===== src/rtl/ee357_defs.sv =====
// rtl/ee357_defs.sv - shared functs and FSM state encoding for the ALU and the mul/div unit
package ee357_defs;

  localparam logic [5:0] FUNC_ADD   = 6'b100000;
  localparam logic [5:0] FUNC_ADDU  = 6'b100001;
  localparam logic [5:0] FUNC_SUB   = 6'b100010;
  localparam logic [5:0] FUNC_SUBU  = 6'b100011;
  localparam logic [5:0] FUNC_AND   = 6'b100100;
  localparam logic [5:0] FUNC_OR    = 6'b100101;
  localparam logic [5:0] FUNC_XOR   = 6'b100110;
  localparam logic [5:0] FUNC_NOR   = 6'b100111;
  localparam logic [5:0] FUNC_SLT   = 6'b101010;
  localparam logic [5:0] FUNC_SLTU  = 6'b101011;
  localparam logic [5:0] FUNC_MULT  = 6'b011000;
  localparam logic [5:0] FUNC_MULTU = 6'b011001;
  localparam logic [5:0] FUNC_DIV   = 6'b011010;
  localparam logic [5:0] FUNC_DIVU  = 6'b011011;

  typedef enum logic [1:0] {
    IDLE = 2'd0,
    RUN  = 2'd1,
    FIX  = 2'd2
  } state_t;

  function automatic logic is_muldiv(input logic [5:0] f);
    return (f == FUNC_MULT) || (f == FUNC_MULTU) || (f == FUNC_DIV) || (f == FUNC_DIVU);
  endfunction

endpackage


===== src/rtl/ee357_muldiv_step.sv =====
// rtl/ee357_muldiv_step.sv - one shift-add multiply or restoring-divide iteration
module ee357_muldiv_step #(
  parameter int WIDTH = 32
) (
  input  logic               i_div,
  input  logic [2*WIDTH-1:0] i_acc,
  input  logic [WIDTH-1:0]   i_opnd,
  output logic [2*WIDTH-1:0] o_acc,
  output logic               o_qbit
);

  logic [WIDTH:0] w_sum;
  logic [WIDTH:0] w_rem_sh;
  logic [WIDTH:0] w_diff;

  // Multiply: {partial product, multiplier}. Divide: {remainder, dividend shifting into quotient}.
  always_comb begin
    w_sum    = {1'b0, i_acc[2*WIDTH-1:WIDTH]} + (i_acc[0] ? {1'b0, i_opnd} : '0);
    w_rem_sh = {i_acc[2*WIDTH-1:WIDTH], i_acc[WIDTH-1]};
    w_diff   = w_rem_sh - {1'b0, i_opnd};
    if (i_div) begin
      o_qbit = ~w_diff[WIDTH];
      o_acc  = {(o_qbit ? w_diff[WIDTH-1:0] : w_rem_sh[WIDTH-1:0]), i_acc[WIDTH-2:0], 1'b0};
    end else begin
      o_qbit = 1'b0;
      o_acc  = {w_sum, i_acc[WIDTH-1:1]};
    end
  end

endmodule


===== src/rtl/ee357_muldiv.sv =====
// rtl/ee357_muldiv.sv - iterative MULT/MULTU/DIV/DIVU unit with HI/LO registers
// Optional EE357_MULDIV_EARLY_OUT_EN: a zero operand skips RUN and goes straight to FIX.
module ee357_muldiv
  import ee357_defs::*;
#(
  parameter int WIDTH = 32
) (
  input  logic             clk,
  input  logic             rst_n,
  input  logic             start,
  input  logic [5:0]       func,
  input  logic [WIDTH-1:0] opa,
  input  logic [WIDTH-1:0] opb,
  output logic             busy,
  output logic             done,
  output logic [WIDTH-1:0] hi,
  output logic [WIDTH-1:0] lo,
  output logic             div_by_zero
);

  localparam int CW = $clog2(WIDTH);

  state_t               r_state;
  logic [CW-1:0]        r_cnt;
  logic [2*WIDTH-1:0]   r_acc;
  logic [WIDTH-1:0]     r_opnd;
  logic [WIDTH-1:0]     r_opa_orig;
  logic [WIDTH-1:0]     r_hi;
  logic [WIDTH-1:0]     r_lo;
  logic                 r_is_div;
  logic                 r_neg_q;
  logic                 r_neg_r;
  logic                 r_dbz;
  logic                 r_dbz_flag;
  logic                 r_busy;
  logic                 r_done;

  logic                 w_signed;
  logic                 w_is_div;
  logic                 w_a_neg;
  logic                 w_b_neg;
  logic                 w_skip;
  logic [WIDTH-1:0]     w_abs_a;
  logic [WIDTH-1:0]     w_abs_b;
  logic [2*WIDTH-1:0]   w_next_acc;
  logic                 w_qbit;
  logic [2*WIDTH-1:0]   w_prod;
  logic [WIDTH-1:0]     w_quot;
  logic [WIDTH-1:0]     w_rem;

  assign w_signed = (func == FUNC_MULT) || (func == FUNC_DIV);
  assign w_is_div = func[1];
  assign w_a_neg  = w_signed & opa[WIDTH-1];
  assign w_b_neg  = w_signed & opb[WIDTH-1];
  assign w_abs_a  = w_a_neg ? -opa : opa;
  assign w_abs_b  = w_b_neg ? -opb : opb;

`ifdef EE357_MULDIV_EARLY_OUT_EN
  assign w_skip = (opa == '0) || (opb == '0);
`else
  assign w_skip = 1'b0;
`endif

  ee357_muldiv_step #(.WIDTH(WIDTH)) u_step (
    .i_div  (r_is_div),
    .i_acc  (r_acc),
    .i_opnd (r_opnd),
    .o_acc  (w_next_acc),
    .o_qbit (w_qbit)
  );

  // Remainder follows the dividend sign, so division truncates toward zero.
  assign w_prod = r_neg_q ? -r_acc : r_acc;
  assign w_quot = r_neg_q ? -r_acc[WIDTH-1:0] : r_acc[WIDTH-1:0];
  assign w_rem  = r_neg_r ? -r_acc[2*WIDTH-1:WIDTH] : r_acc[2*WIDTH-1:WIDTH];

  always_ff @(posedge clk or negedge rst_n) begin
    if (!rst_n) begin
      r_state    <= IDLE;
      r_cnt      <= '0;
      r_acc      <= '0;
      r_opnd     <= '0;
      r_opa_orig <= '0;
      r_hi       <= '0;
      r_lo       <= '0;
      r_is_div   <= 1'b0;
      r_neg_q    <= 1'b0;
      r_neg_r    <= 1'b0;
      r_dbz      <= 1'b0;
      r_dbz_flag <= 1'b0;
      r_busy     <= 1'b0;
      r_done     <= 1'b0;
    end else begin
      r_done <= 1'b0;
      case (r_state)
        IDLE: begin
          if (start && is_muldiv(func)) begin
            r_is_div   <= w_is_div;
            r_opa_orig <= opa;
            r_dbz      <= w_is_div && (opb == '0);
            r_neg_q    <= w_a_neg ^ w_b_neg;
            r_neg_r    <= w_a_neg;
            r_opnd     <= w_is_div ? w_abs_b : w_abs_a;
            r_acc      <= {{WIDTH{1'b0}}, (w_is_div ? w_abs_a : w_abs_b)};
            r_cnt      <= '0;
            r_dbz_flag <= 1'b0;
            r_busy     <= 1'b1;
            r_state    <= w_skip ? FIX : RUN;
          end
        end
        RUN: begin
          r_acc <= w_next_acc | {{(2*WIDTH-1){1'b0}}, w_qbit};
          r_cnt <= r_cnt + 1'b1;
          if (r_cnt == CW'(WIDTH-1)) r_state <= FIX;
        end
        FIX: begin
          if (r_dbz) begin
            r_lo       <= '1;
            r_hi       <= r_opa_orig;
            r_dbz_flag <= 1'b1;
          end else if (r_is_div) begin
            r_lo <= w_quot;
            r_hi <= w_rem;
          end else begin
            r_hi <= w_prod[2*WIDTH-1:WIDTH];
            r_lo <= w_prod[WIDTH-1:0];
          end
          r_done  <= 1'b1;
          r_busy  <= 1'b0;
          r_state <= IDLE;
        end
        default: r_state <= IDLE;
      endcase
    end
  end

  assign busy        = r_busy;
  assign done        = r_done;
  assign hi          = r_hi;
  assign lo          = r_lo;
  assign div_by_zero = r_dbz_flag;

endmodule


===== config.mk =====
export PLATFORM = sky130hd
export DESIGN_NAME = ee357_muldiv
export DESIGN_NICKNAME = d
export VERILOG_FILES = /design/src/rtl/ee357_defs.sv /design/src/rtl/ee357_muldiv_step.sv /design/src/rtl/ee357_muldiv.sv
export SDC_FILE = /design/constraint.sdc
export NUM_CORES = 1
export LEC_CHECK = 0
export ABC_CLOCK_PERIOD_IN_PS = 6760
export CAP_MARGIN = 0
export CORE_MARGIN = 5
export CORE_UTILIZATION = 65
export DETAILED_ROUTE_END_ITERATION = 10
export PLACE_DENSITY = 0.88
export SYNTH_ARGS = -nofsm -noshare
export SYNTH_HDL_FRONTEND = slang
export SYNTH_HIERARCHICAL = 1
export SYNTH_SLANG_ARGS = --single-unit

===== constraint.sdc =====
create_clock -name clk -period 6.76 [get_ports clk]
set_clock_uncertainty 0.15 [all_clocks]
set_input_delay 1.352 -clock clk [delete_from_list [all_inputs] [get_ports clk]]
set_output_delay 1.352 -clock clk [all_outputs]
set_load 0.05 [all_outputs]

* Word level (Yosys, flattened, before mapping)
Index checks and enable logic that the tools add are counted.
W data, S select, Z words.
** Cells by class
- Add/subtract/negate cells :: 8
- Multipliers :: 0
- Divide/modulo/power cells :: 0
- Magnitude comparators :: 0
- Equal/unequal tests :: 10
- Shift-type cells :: 0
- Muxes and demuxes :: 28
- Bitwise operators :: 5
- Reductions and logical operators :: 15
** Operator list (count)
- $mux W32 :: 12
- $mux W64 :: 3
- $neg A32 Y32 :: 4
- $pmux W64 S2 :: 1
- $neg A64 Y64 :: 1
- $or A64 B1 Y64 :: 1
- $add A32 B33 Y33 :: 1
- $sub A33 B32 Y33 :: 1
- $logic_not A32 Y1 :: 1
- $eq A6 B5 Y1 const B :: 4
- $pmux W5 S2 :: 1
- $reduce_and A2 Y1 :: 4
- $ne A2 B2 Y1 const B :: 3
- $add A5 B1 Y5 const B :: 1
- $eq A5 B5 Y1 const B :: 1
- $mux W1 :: 5
- $mux W5 :: 1
- $logic_or A1 B1 Y1 :: 4
- $mux W2 :: 2
- $pmux W1 S2 :: 2
- $pmux W2 S2 :: 1
- $reduce_bool A2 Y1 :: 2
- $reduce_and A3 Y1 :: 1
- $and A1 B1 Y1 :: 2
- 6 further kinds :: 7
** Storage, ports and cells
- Flip-flop bits (word level) :: 206
- Latch bits :: 0
- Memory bits (writable) :: 0
- Memory bits (read-only) :: 0
- Input bits :: 73
- Memories kept :: 0

* Logic depth before layout (Yosys ltp)
Gate-level depths: netlist of the first run.
- Depth in word-level cells :: 7
- Mapped depth :: 16

* Modules after synthesis
Netlist of the first run, hierarchy kept.
** By module, submodules not included
- ee357_muldiv :: instances 1, cells each 1392, area an instance 12039.0 µm²
- ee357_muldiv_step :: instances 1, cells each 660, area an instance 4609.4 µm²

* Least setup slack after synthesis of the first run
No wires, ideal clock.
- Path kind :: reg-to-reg
- From :: register r_acc[31]
- To :: register r_acc[34]
- Setup time :: 136 ps
- Arrival :: 3125 ps
- Required time :: 6474 ps
- Slack :: 3349 ps
- Stages on the path, launching flop included :: 17
- Cells stage by stage :: dfrtp_1 inv_1 ha_1 fa_1 nand2b_1 a21oi_2 o41a_1 o31a_1 o21ai_4 a221o_2 nor2_2 buf_6 buf_4 mux2i_1 o22ai_1 nand2_1 o21ai_0
** Between the ends
- Word-level cells in the longest chain between the ends :: 5
** Ends and longest elaborated chain
- from (decl) :: line ee357_muldiv.sv:25 : logic [2*WIDTH-1:0] r_acc;
- from (signal assigned) :: line ee357_muldiv.sv:104 : r_acc <= {{WIDTH{1'b0}}, (w_is_div ? w_abs_a : w_abs_b)};
- from (signal assigned) :: line ee357_muldiv.sv:112 : r_acc <= w_next_acc | {{(2*WIDTH-1){1'b0}}, w_qbit};
- $sub A33 B32 Y33 :: line ee357_muldiv_step.sv:20 : w_diff = w_rem_sh - {1'b0, i_opnd};
- $mux W32 :: line ee357_muldiv_step.sv:23 : o_acc = {(o_qbit ? w_diff[WIDTH-1:0] : w_rem_sh[WIDTH-1:0]), i_acc[WIDTH-2:0], 1'b0};
- $mux W64 :: line ee357_muldiv_step.sv:21 : if (i_div) begin
- named net w_next_acc[34] :: line ee357_muldiv.sv:45 : logic [2*WIDTH-1:0] w_next_acc;
- $or A64 B1 Y64 :: line ee357_muldiv.sv:112
- $pmux W64 S2 :: line ee357_muldiv.sv:95 : case (r_state)
The timed path passes the listed nets, and every way through them passes these cells.
A chain may end at the register's enable or synchronous reset.

* Final worst setup path of the first run
- From :: register r_acc[0]
- To :: register r_acc[62]
** Between the ends
- Word-level cells in the longest chain between the ends :: 5
** Ends and longest elaborated chain
- $mux W32 :: line ee357_muldiv_step.sv:18 : w_sum = {1'b0, i_acc[2*WIDTH-1:WIDTH]} + (i_acc[0] ? {1'b0, i_opnd} : '0);
- $add A32 B33 Y33 :: line ee357_muldiv_step.sv:18
- $mux W64 :: line ee357_muldiv_step.sv:21
- named net w_next_acc[62] :: line ee357_muldiv.sv:45
- $or A64 B1 Y64 :: line ee357_muldiv.sv:112
- $pmux W64 S2 :: line ee357_muldiv.sv:95
The timed path passes the listed nets, and every way through them passes these cells.

==> flow_summary.ini, run 1 <==
[die]
start_util = 0.661
die_h_um = 170
die_width_um = 170
rows = 58
ios = 140
core_area_um2 = 25200
dieArea_um2 = 28900

[global_routing]
grt_pass1_vias = 16200
grt_start_max_net_pins = 105
grt_pass1_wl_mm = 91.4
grt_overflow = 0
grt_use_total = 0.398
antenna_found_initial = 0

[logic_synthesis]
synth.distinct_cells = 87
synth.top_cells.by_area = dfrtp_1 (31%), nand2_1 (6.4%), ha_1 (5.3%), a21oi_1 (4.4%), xor2_1 (4.4%)
ys_seq_area_frac = 0.310
synth_ff_type = dfrtp_1
syn-cell-area_um2 = 16600
avgSynthCellArea_um2 = 8.11
ys_ff_latch = 206
syn-num-nets = 2197
synth.largest_area_cell = dfrtp_1
ys_warn_count = 6
ys_async_sr_fraction = 1.00
synthCells = 2052
synth_top_area_share = 0.310
synth-edff-count = 0

[finish]
syn_to_final_growth_pct = 13.4
diodes = 0
fin_area_um2 = 18900
post-route-util = 0.750
layout-drive-gt1-share = 0.0640
nNetsFinal = 2253

[placed_design]
dp_hpwl_mm = 43.4
place_area_um2 = 18100
place_congestion = 1.01
io_buffers = 139
dp_worst_setup_slack_ns = 2.31

[hold_path]
hold_class = reg -> reg
whs_path_depth = 2

[setup_path]
critPathKind = reg -> reg
start_kind = flop
cp.required_ns = 7.05
crit_cells = 14
crit_buf_inv = 1
arrival_ns = 5.00
cp_cell_sequence = buf_4 -> and2_1 -> ha_1 -> a2111oi_0 -> o21ai_0 -> a21oi_2 -> a2111oi_0 -> a211oi_1 -> nor3_1 -> o21a_1 -> mux2_2 -> a311oi_1 -> nand2_1 -> o21ai_0
cp_slowest_cell = dfrtp_1
path_delay_family = compound AO/OA/AOI/OAI gates
worst_setup_path_end_kind = flop
ff2ff_path_depth = 14
cpPeakStageDelay_ns = 0.72
cp_max_fo = 21

[power]
power_uw = 8270
p_sw_frac = 0.490
seqPwrFrac = 0.274
power.share.clock = 0.156
power.density_nw_per_um2 = 438
power_switching_uw = 4050
ir_drop_mv = 0.377
power.leakage_uw = 0.00812
intPower_uw = 4220
pwr-share-comb = 0.570

[route]
wl_per_cell_um = 24.1
drt_iter0_markers = 2557
drtPass1Iterations = 6
drc = 0
ant_nets = 0
wl_mm = 59.2
avgViaCountPerCell = 6.98
via_count = 17200

[timing]
hold_violations = 0
fin_tns_setup_ns = 0
worst_slew_pin_slew_ns = 1.29
max_freq_ghz = 0.212
slew_violations = 0
setup_viol = 0
relSlewSlack = 0.137
postLayoutSetupSlackWorst_ns = 2.05
fin_crit_ns = 4.71
finalCritPeriodShare = 0.696
rsz0062_at_grt = false

[clocking]
clkSlewWorstSetupHoldPaths_ns = 0.06
post_cts_resized = 0
cts_tree = yes
cts_root_buffer = clkbuf_16
cts_hold_buf = 0
cts.sinks = 206
htree_levels = 1
cts.path.max_buffers = 3
post_cts.repair.setup_buffers = 0
cts_made_buffers = 24
clkLatencyLatePin_ns = 0.53

[status]
run_status = finished clean

[job]
maxCapViolCount = 0
through the flow:
stage / hold WS [ns] / std cells
global route: 0.345 / 2456
floorplan: 0.287 / 2052
finish: 0.322 / 2456
CTS: 0.323 / 2456
detailed placement: 0.308 / 2412
global placement: 0.303 / 2412
cells in the mapped netlist (all sizes together), types with 5 or more instances:
cell and number:
nor3b 6, clkbuf 107, mux2 39, a21oi 150, o31ai 27, nand4 19
or4 11, inv 71, and3 51, nand3b 5, nor4b 5, o22ai 16
mux2i 53, o21a 13, a2111oi 6, o21bai 8, nor2 127, nor3 47
nor2b 11, buf 19, nand2 282, a22oi 7, or2 13, a221o 9
nand2b 20, ha 70, nand3 46, and2 43, dfrtp 206, o211ai 12
o221ai 34, a31oi 35, xnor2 72, a21boi 7, or3 21, xor2 83
a21o 26, a211oi 21, o41ai 18, o21ai 142, nor4 39
power by group through the flow:
stage	clock network (uW)	registers, uW	logic (uW)
finish	1290	2270	4710
global route	1340	2280	5100
CTS	1290	2210	4570
detailed placement	0	2230	4530
global placement	0	2210	4420
floorplan	0	1930	3580
registers in the layout, indices dropped and copies added, names as in the netlist:
name,count
busy,1
done,1
r_is_div,1
r_neg_r,1
r_acc,64
r_opa_orig,32
r_opnd,32
hi,32
div_by_zero,1
r_neg_q,1
r_dbz,1
lo,32
r_state,2
r_cnt,5
cells in the final DEF, fill, tap and decap left out, types with 26 or more instances in the layout:
master and count:
nand2_1 282, dfrtp_1 205, a21oi_1 148, clkdlybuf4s50_1 137, o21ai_0 134, nor2_1 125, xor2_1 83, xnor2_1 72
inv_1 71, ha_1 70, mux2i_1 53, and3_1 51, nand3_1 46, and2_1 43, nor3_1 42, mux2_2 39
a31oi_1 35, o221ai_1 34, nor4_1 31, o31ai_1 27, a21o_1 26
layout make-up:
cell class | instances | area, um2
tap | 330 | 413
clock buffer | 38 | 734
timing repair buffer | 156 | 1520
inverter | 72 | 270
clock inverter | 6 | 42.5
sequential | 206 | 5160
multi-input combinational | 1648 | 10800
fill | 1909 | 6290
path summary, 6_finish.rpt:
| kind | start | to | slack (ns) |
|---|---|---|---|
| min in group asynchronous | rst_n | hi[30] | 0.78 |
| worst max-delay path | r_acc[0] | r_acc[62] | 2.05 |
| max in group asynchronous | rst_n | lo[6] | 4.35 |
| worst min-delay path | r_opa_orig[4] | r_opa_orig[4] | 0.32 |
| worst max register to register | r_acc[0] | r_acc[62] | 2.05 |
| worst min register to register | r_opa_orig[4] | r_opa_orig[4] | 0.32 |
cell families (layout without fill, tap and decap cells):
kind of cell / Yosys count / after routing / synth area share
AO/OA/AOI/OAI: 570 / 570 / 0.221
XOR/XNOR: 155 / 155 / 0.0815
adder cells (fa/ha/maj): 72 / 72 / 0.0550
buffers and inverters: 198 / 272 / 0.0471
flip-flops: 206 / 206 / 0.310
multiplexers: 92 / 92 / 0.0582
AND/OR/NAND/NOR: 759 / 759 / 0.228
worst min-delay path, cell delays in order, from the launching register on:
cell,delay (ns)
dfrtp_1,0.34
nand2_1,0.05
nand2_1,0.05
per-layer routing:
| metal | part of all wire | track usage | vias to the layer above | routed length [um] |
|---|---|---|---|---|
| li1 | - | - | 7559 | - |
| met4 | 0.059 | 0.193 | 0 | 3490 |
| met3 | 0.11 | 0.0825 | 203 | 6560 |
| met2 | 0.44 | 0.601 | 1177 | 25900 |
| met5 | 0 | 0 | - | 0 |
| met1 | 0.39 | 0.546 | 8212 | 23300 |
Power figures use the tool's default switching activity.
==> run 2: changes to the inputs <==
--- a/config.mk
+++ b/config.mk
@@ -5,12 +5,12 @@
 export SDC_FILE = /design/constraint.sdc
 export NUM_CORES = 1
 export LEC_CHECK = 0
-export ABC_CLOCK_PERIOD_IN_PS = 6760
+export ABC_CLOCK_PERIOD_IN_PS = 4100
 export CAP_MARGIN = 0
 export CORE_MARGIN = 5
-export CORE_UTILIZATION = 65
+export CORE_UTILIZATION = 54
 export DETAILED_ROUTE_END_ITERATION = 10
-export PLACE_DENSITY = 0.88
+export PLACE_DENSITY = 0.78
 export SYNTH_ARGS = -nofsm -noshare
 export SYNTH_HDL_FRONTEND = slang
 export SYNTH_HIERARCHICAL = 1
==> constraint.sdc (replaced) <==
create_clock -name clk -period 4.1 [get_ports clk]
set_clock_uncertainty 0.15 [all_clocks]
set_input_delay 0.82 -clock clk [delete_from_list [all_inputs] [get_ports clk]]
set_output_delay 0.82 -clock clk [all_outputs]
set_load 0.05 [all_outputs]
==> flow_summary.ini, run 2 (synthesized netlist as in run 1, its figures left out) <==
[global_routing]
grt_start_max_net_pins = 92
gr-max-usage-layer = met2
gr-usage-met1 = 0.483
grt_util_met3 = 0.0500
grt_pass1_vias = 15800
grt_overflow = 0
antenna_found_initial = 0
grt_use_total = 0.339
grt_pass1_wl_mm = 92.1
grt_use_met2 = 0.524

[setup_path]
cpPeakStageDelay_ns = 0.42
arrival_ns = 4.11
ff2ff_path_depth = 15
path_delay_family = compound AO/OA/AOI/OAI gates
cp.required_ns = 4.34
crit_buf_inv = 2
critPathKind = reg -> reg
start_kind = flop
crit_cells = 15
cp_cell_sequence = inv_1 -> ha_1 -> fa_1 -> nand2b_1 -> a21oi_2 -> o41a_1 -> o31a_1 -> o21ai_4 -> a221o_2 -> nor2_4 -> buf_6 -> mux2i_1 -> o22ai_1 -> nand2_1 -> o21ai_0
worst_setup_path_end_kind = flop
cp_max_fo = 15
cp_slowest_cell = a221o_2

[timing]
fin_tns_setup_ns = 0
slew_violations = 0
fin_crit_ns = 3.87
finalCritPeriodShare = 0.944
postLayoutSetupSlackWorst_ns = 0.229
hold_violations = 0
worst_slew_pin_slew_ns = 1.11
whs_ns = 0.204
max_freq_ghz = 0.258
setup_viol = 0
rsz0062_at_grt = false
relSlewSlack = 0.254

[finish]
post-route-util = 0.641
layout-drive-gt1-share = 0.0937
diodes = 0
largest_register_ffs = 64
nNetsFinal = 2320
fin_area_um2 = 19600
regMostFlops = r_acc
layout_commonest_cell = nand2_1
most-common-layout-cells = nand2_1 (282), dfrtp_1 (205), a21oi_1 (147)
syn_to_final_growth_pct = 17.5

[route]
via_count = 17100
avgViaCountPerCell = 6.60
wl_per_cell_um = 23.4
drtPass1Iterations = 5
drt_iter0_markers = 1844
wl_mm = 60.4
drc = 0
ant_nets = 0

[placed_design]
io_buffers = 139
place_congestion = 0.992
dp_worst_setup_slack_ns = 0.188
place_area_um2 = 18700
dp_hpwl_mm = 45.5

[clocking]
clkSlewWorstSetupHoldPaths_ns = 0.06
cts_made_buffers = 23
cts_tree = yes
cts_root_buffer = clkbuf_16
clkLatencyLatePin_ns = 0.52
cts.sinks = 206
htree_levels = 1
cts.path.max_buffers = 3

[die]
die_width_um = 186
core_area_um2 = 30500
rows = 64
dieArea_um2 = 34400
start_util = 0.546
die_h_um = 186
ios = 140

[job]
maxCapViolCount = 0

[power]
ir_drop_mv = 0.551
power.leakage_uw = 0.00848
power.density_nw_per_um2 = 723

[status]
run_status = finished clean

[hold_path]
hold_class = in -> async
-- run 2: worst paths after layout --
path | slack [ns] | endpoint | from
setup / recovery | 0.23 | r_acc[34] | r_acc[31]
hold / removal | 0.20 | r_acc[59] | rst_n
setup reg to reg | 0.23 | r_acc[34] | r_acc[31]
hold reg to reg | 0.32 | r_opa_orig[24] | r_opa_orig[24]
max in group asynchronous | 2.77 | r_acc[9] | rst_n
min in group clk | 0.32 | r_opa_orig[24] | r_opa_orig[24]
-- run 2: metrics by stage --
| stage | cells | total power [uW] |
|---|---|---|
| after floorplan | 2052 | 9070 |
| after global placement | 2544 | 11500 |
| after detailed placement | 2544 | 11600 |
| after CTS | 2583 | 13900 |
| after global routing | 2585 | 15000 |
| final | 2585 | 14100 |
-- run 2: cell type report --
class / instances / area [um2]
sequential: 206 / 5160
timing repair buffer: 224 / 2080
inverter: 72 / 270
tap: 396 / 495
clock buffer: 29 / 628
multi-input combinational: 1648 / 10800
fill: 2644 / 11000
clock inverter: 10 / 163
-- run 2: per-layer routing --
metal | vias up | wire, um
met2 | 964 | 26500
met4 | 0 | 2950
met5 | - | 0
met1 | 8241 | 25100
met3 | 148 | 5860
li1 | 7704 | -
-- run 2: worst register-to-register path: stages (launching register included) --
cell and delay, ns:
dfrtp_1 0.41, inv_1 0.09, ha_1 0.23, fa_1 0.41, nand2b_1 0.19, a21oi_2 0.15
o41a_1 0.25, o31a_1 0.30, o21ai_4 0.11, a221o_2 0.42, nor2_4 0.26, buf_6 0.24
mux2i_1 0.25, o22ai_1 0.11, nand2_1 0.09, o21ai_0 0.08
-- run 2: timing repair --
item	in CTS	in global routing
endpoints found under the hold margin	0	0
hold buffers	0	0
resized for setup	0	5
endpoints found under the setup margin	0	13
setup buffers	0	2
-- run 2: report_power, final --
part / total [uW] / leakage (uW) / internal [uW] / switching [uW]
combinational: 8530 / 0.00556 / 3570 / 4960
clock: 2210 / 0.000387 / 1330 / 879
sequential: 3400 / 0.00253 / 2550 / 849
==> run 3: changes to the inputs <==
--- a/config.mk
+++ b/config.mk
@@ -11,6 +11,7 @@
 export CORE_UTILIZATION = 54
 export DETAILED_ROUTE_END_ITERATION = 10
 export PLACE_DENSITY = 0.78
+export SETUP_SLACK_MARGIN = 0.2
 export SYNTH_ARGS = -nofsm -noshare
 export SYNTH_HDL_FRONTEND = slang
 export SYNTH_HIERARCHICAL = 1
==> flow_summary.ini, run 3 (synthesized netlist as in run 1, its figures left out) <==
[status]
run_status = finished clean

[setup_path]
reg2reg_from = r_acc[36]
start_kind = flop
cp_max_fo = 9
critPathKind = reg -> reg
cp.required_ns = 4.39
regToRegSetupSlack_ns = 0.35
arrival_ns = 4.04
ff2ff_path_depth = 12
r2r-end = r_acc[62]
worst_setup_path_end_kind = flop

[clocking]
cts_tree = yes
htree_levels = 1
cts.sinks = 206
cts_hold_buf = 0
clkSlewWorstSetupHoldPaths_ns = 0.06
cts_made_buffers = 23
clkLatencyLatePin_ns = 0.52
cts_root_buffer = clkbuf_16
cts.path.max_buffers = 3

[power]
seqPwrFrac = 0.240
power.share.clock = 0.156
power_switching_uw = 6700
intPower_uw = 7470
pwr-share-comb = 0.604
p_sw_frac = 0.473
ir_drop_mv = 0.553
power_uw = 14200
power.leakage_uw = 0.00849
power.density_nw_per_um2 = 723

[finish]
largest_register_ffs = 64
diodes = 0
nNetsFinal = 2322
post-route-util = 0.643
syn_to_final_growth_pct = 17.7
layout-drive-gt1-share = 0.0963
layout_commonest_cell = nand2_1
regMostFlops = r_acc
most-common-layout-cells = nand2_1 (282), dfrtp_1 (204), a21oi_1 (146)
fin_area_um2 = 19600

[timing]
worst_slew_pin_slew_ns = 1.09
hold_violations = 0
rsz0062_at_grt = false
setup_viol = 0
max_freq_ghz = 0.267
finalCritPeriodShare = 0.915
slew_violations = 0
fin_tns_setup_ns = 0
relSlewSlack = 0.270
fin_crit_ns = 3.75

[global_routing]
grt_pass1_vias = 15800
grt_start_max_net_pins = 92
gr-usage-met1 = 0.484
grt_overflow = 0
grt_use_total = 0.339
antenna_found_initial = 0
gr-max-usage-layer = met2
grt_util_met3 = 0.0504
grt_pass1_wl_mm = 92.1
grt_use_met2 = 0.523

[die]
rows = 64
dieArea_um2 = 34400
ios = 140
core_area_um2 = 30500
die_width_um = 186
die_h_um = 186
start_util = 0.546

[job]
maxCapViolCount = 0

[placed_design]
place_area_um2 = 18700
place_congestion = 0.992
io_buffers = 139
dp_hpwl_mm = 45.5

[route]
via_count = 17100
drc = 0
avgViaCountPerCell = 6.61
ant_nets = 0
drt_iter0_markers = 1861
wl_per_cell_um = 23.4
wl_mm = 60.5
drtPass1Iterations = 6

[hold_path]
hold_class = in -> async
-- run 3: changes by cell type in the layout (fill, tap and decap cells not counted), sizes merged --
cell | previous run | this run
buf | 86 | 88
-- run 3: stage by stage --
step                      std cells  hold slack (ns)  setup WS (ns)
after floorplan                2052            0.287          0.689
after global routing           2587            0.264          0.202
after CTS                      2584            0.257          0.245
after global placement         2544            0.302          0.130
final                          2587            0.204          0.349
after detailed placement       2544            0.307          0.188
-- run 3: critical path, cell delays in order (launching register included) --
cell       delay, ns
dfrtp_1         0.53
ha_1            0.44
a21o_1          0.23
o41a_1          0.42
o31a_1          0.36
buf_4           0.18
o2111ai_1       0.29
a21boi_1        0.14
o21ai_0         0.14
or3b_1          0.35
a311oi_1        0.27
nand2_1         0.07
o21ai_0         0.09
-- run 3: what timing repair did --
| action | 4_1_cts | 5_1_grt |
|---|---|---|
| setup buffers | 1 | 3 |
| endpoints found under the setup margin | 2 | 20 |
| pin swaps | 1 | 4 |
| resized for setup | 1 | 12 |
-- run 3: worst max path at each step --
stage | end | from | cells after the start
floorplan | r_acc[34] | r_acc[31] | 16
global placement | r_acc[62] | r_acc[0] | 15
detailed placement | r_acc[34] | r_acc[31] | 15
CTS | r_acc[34] | r_acc[31] | 15
global route | r_acc[62] | r_acc[36] | 12
finish | r_acc[62] | r_acc[36] | 12
-- run 3: per-layer routing --
metal	part of all wire	up-vias
met5	0	-
met4	0.049	0
met3	0.095	164
met2	0.44	922
met1	0.42	8307
li1	-	7713
-- run 3: cell type report --
| type | instances | area (um2) |
|---|---|---|
| flip-flops and latches | 206 | 5160 |
| fillers | 2640 | 10900 |
| clock inverters | 10 | 163 |
| well taps | 396 | 495 |
| repair buffers | 226 | 2100 |
| multi-input cells | 1648 | 10800 |
| inverters | 72 | 270 |
| clock buffers | 29 | 628 |
-- run 3: power by group through the flow --
stage	Clock (uW)	Combinational, uW	Sequential (uW)
finish	2210	8560	3400
global route	2320	9320	3450
CTS	2230	8300	3370
global placement	0	8120	3380
floorplan	0	5900	3170
detailed placement	0	8230	3400
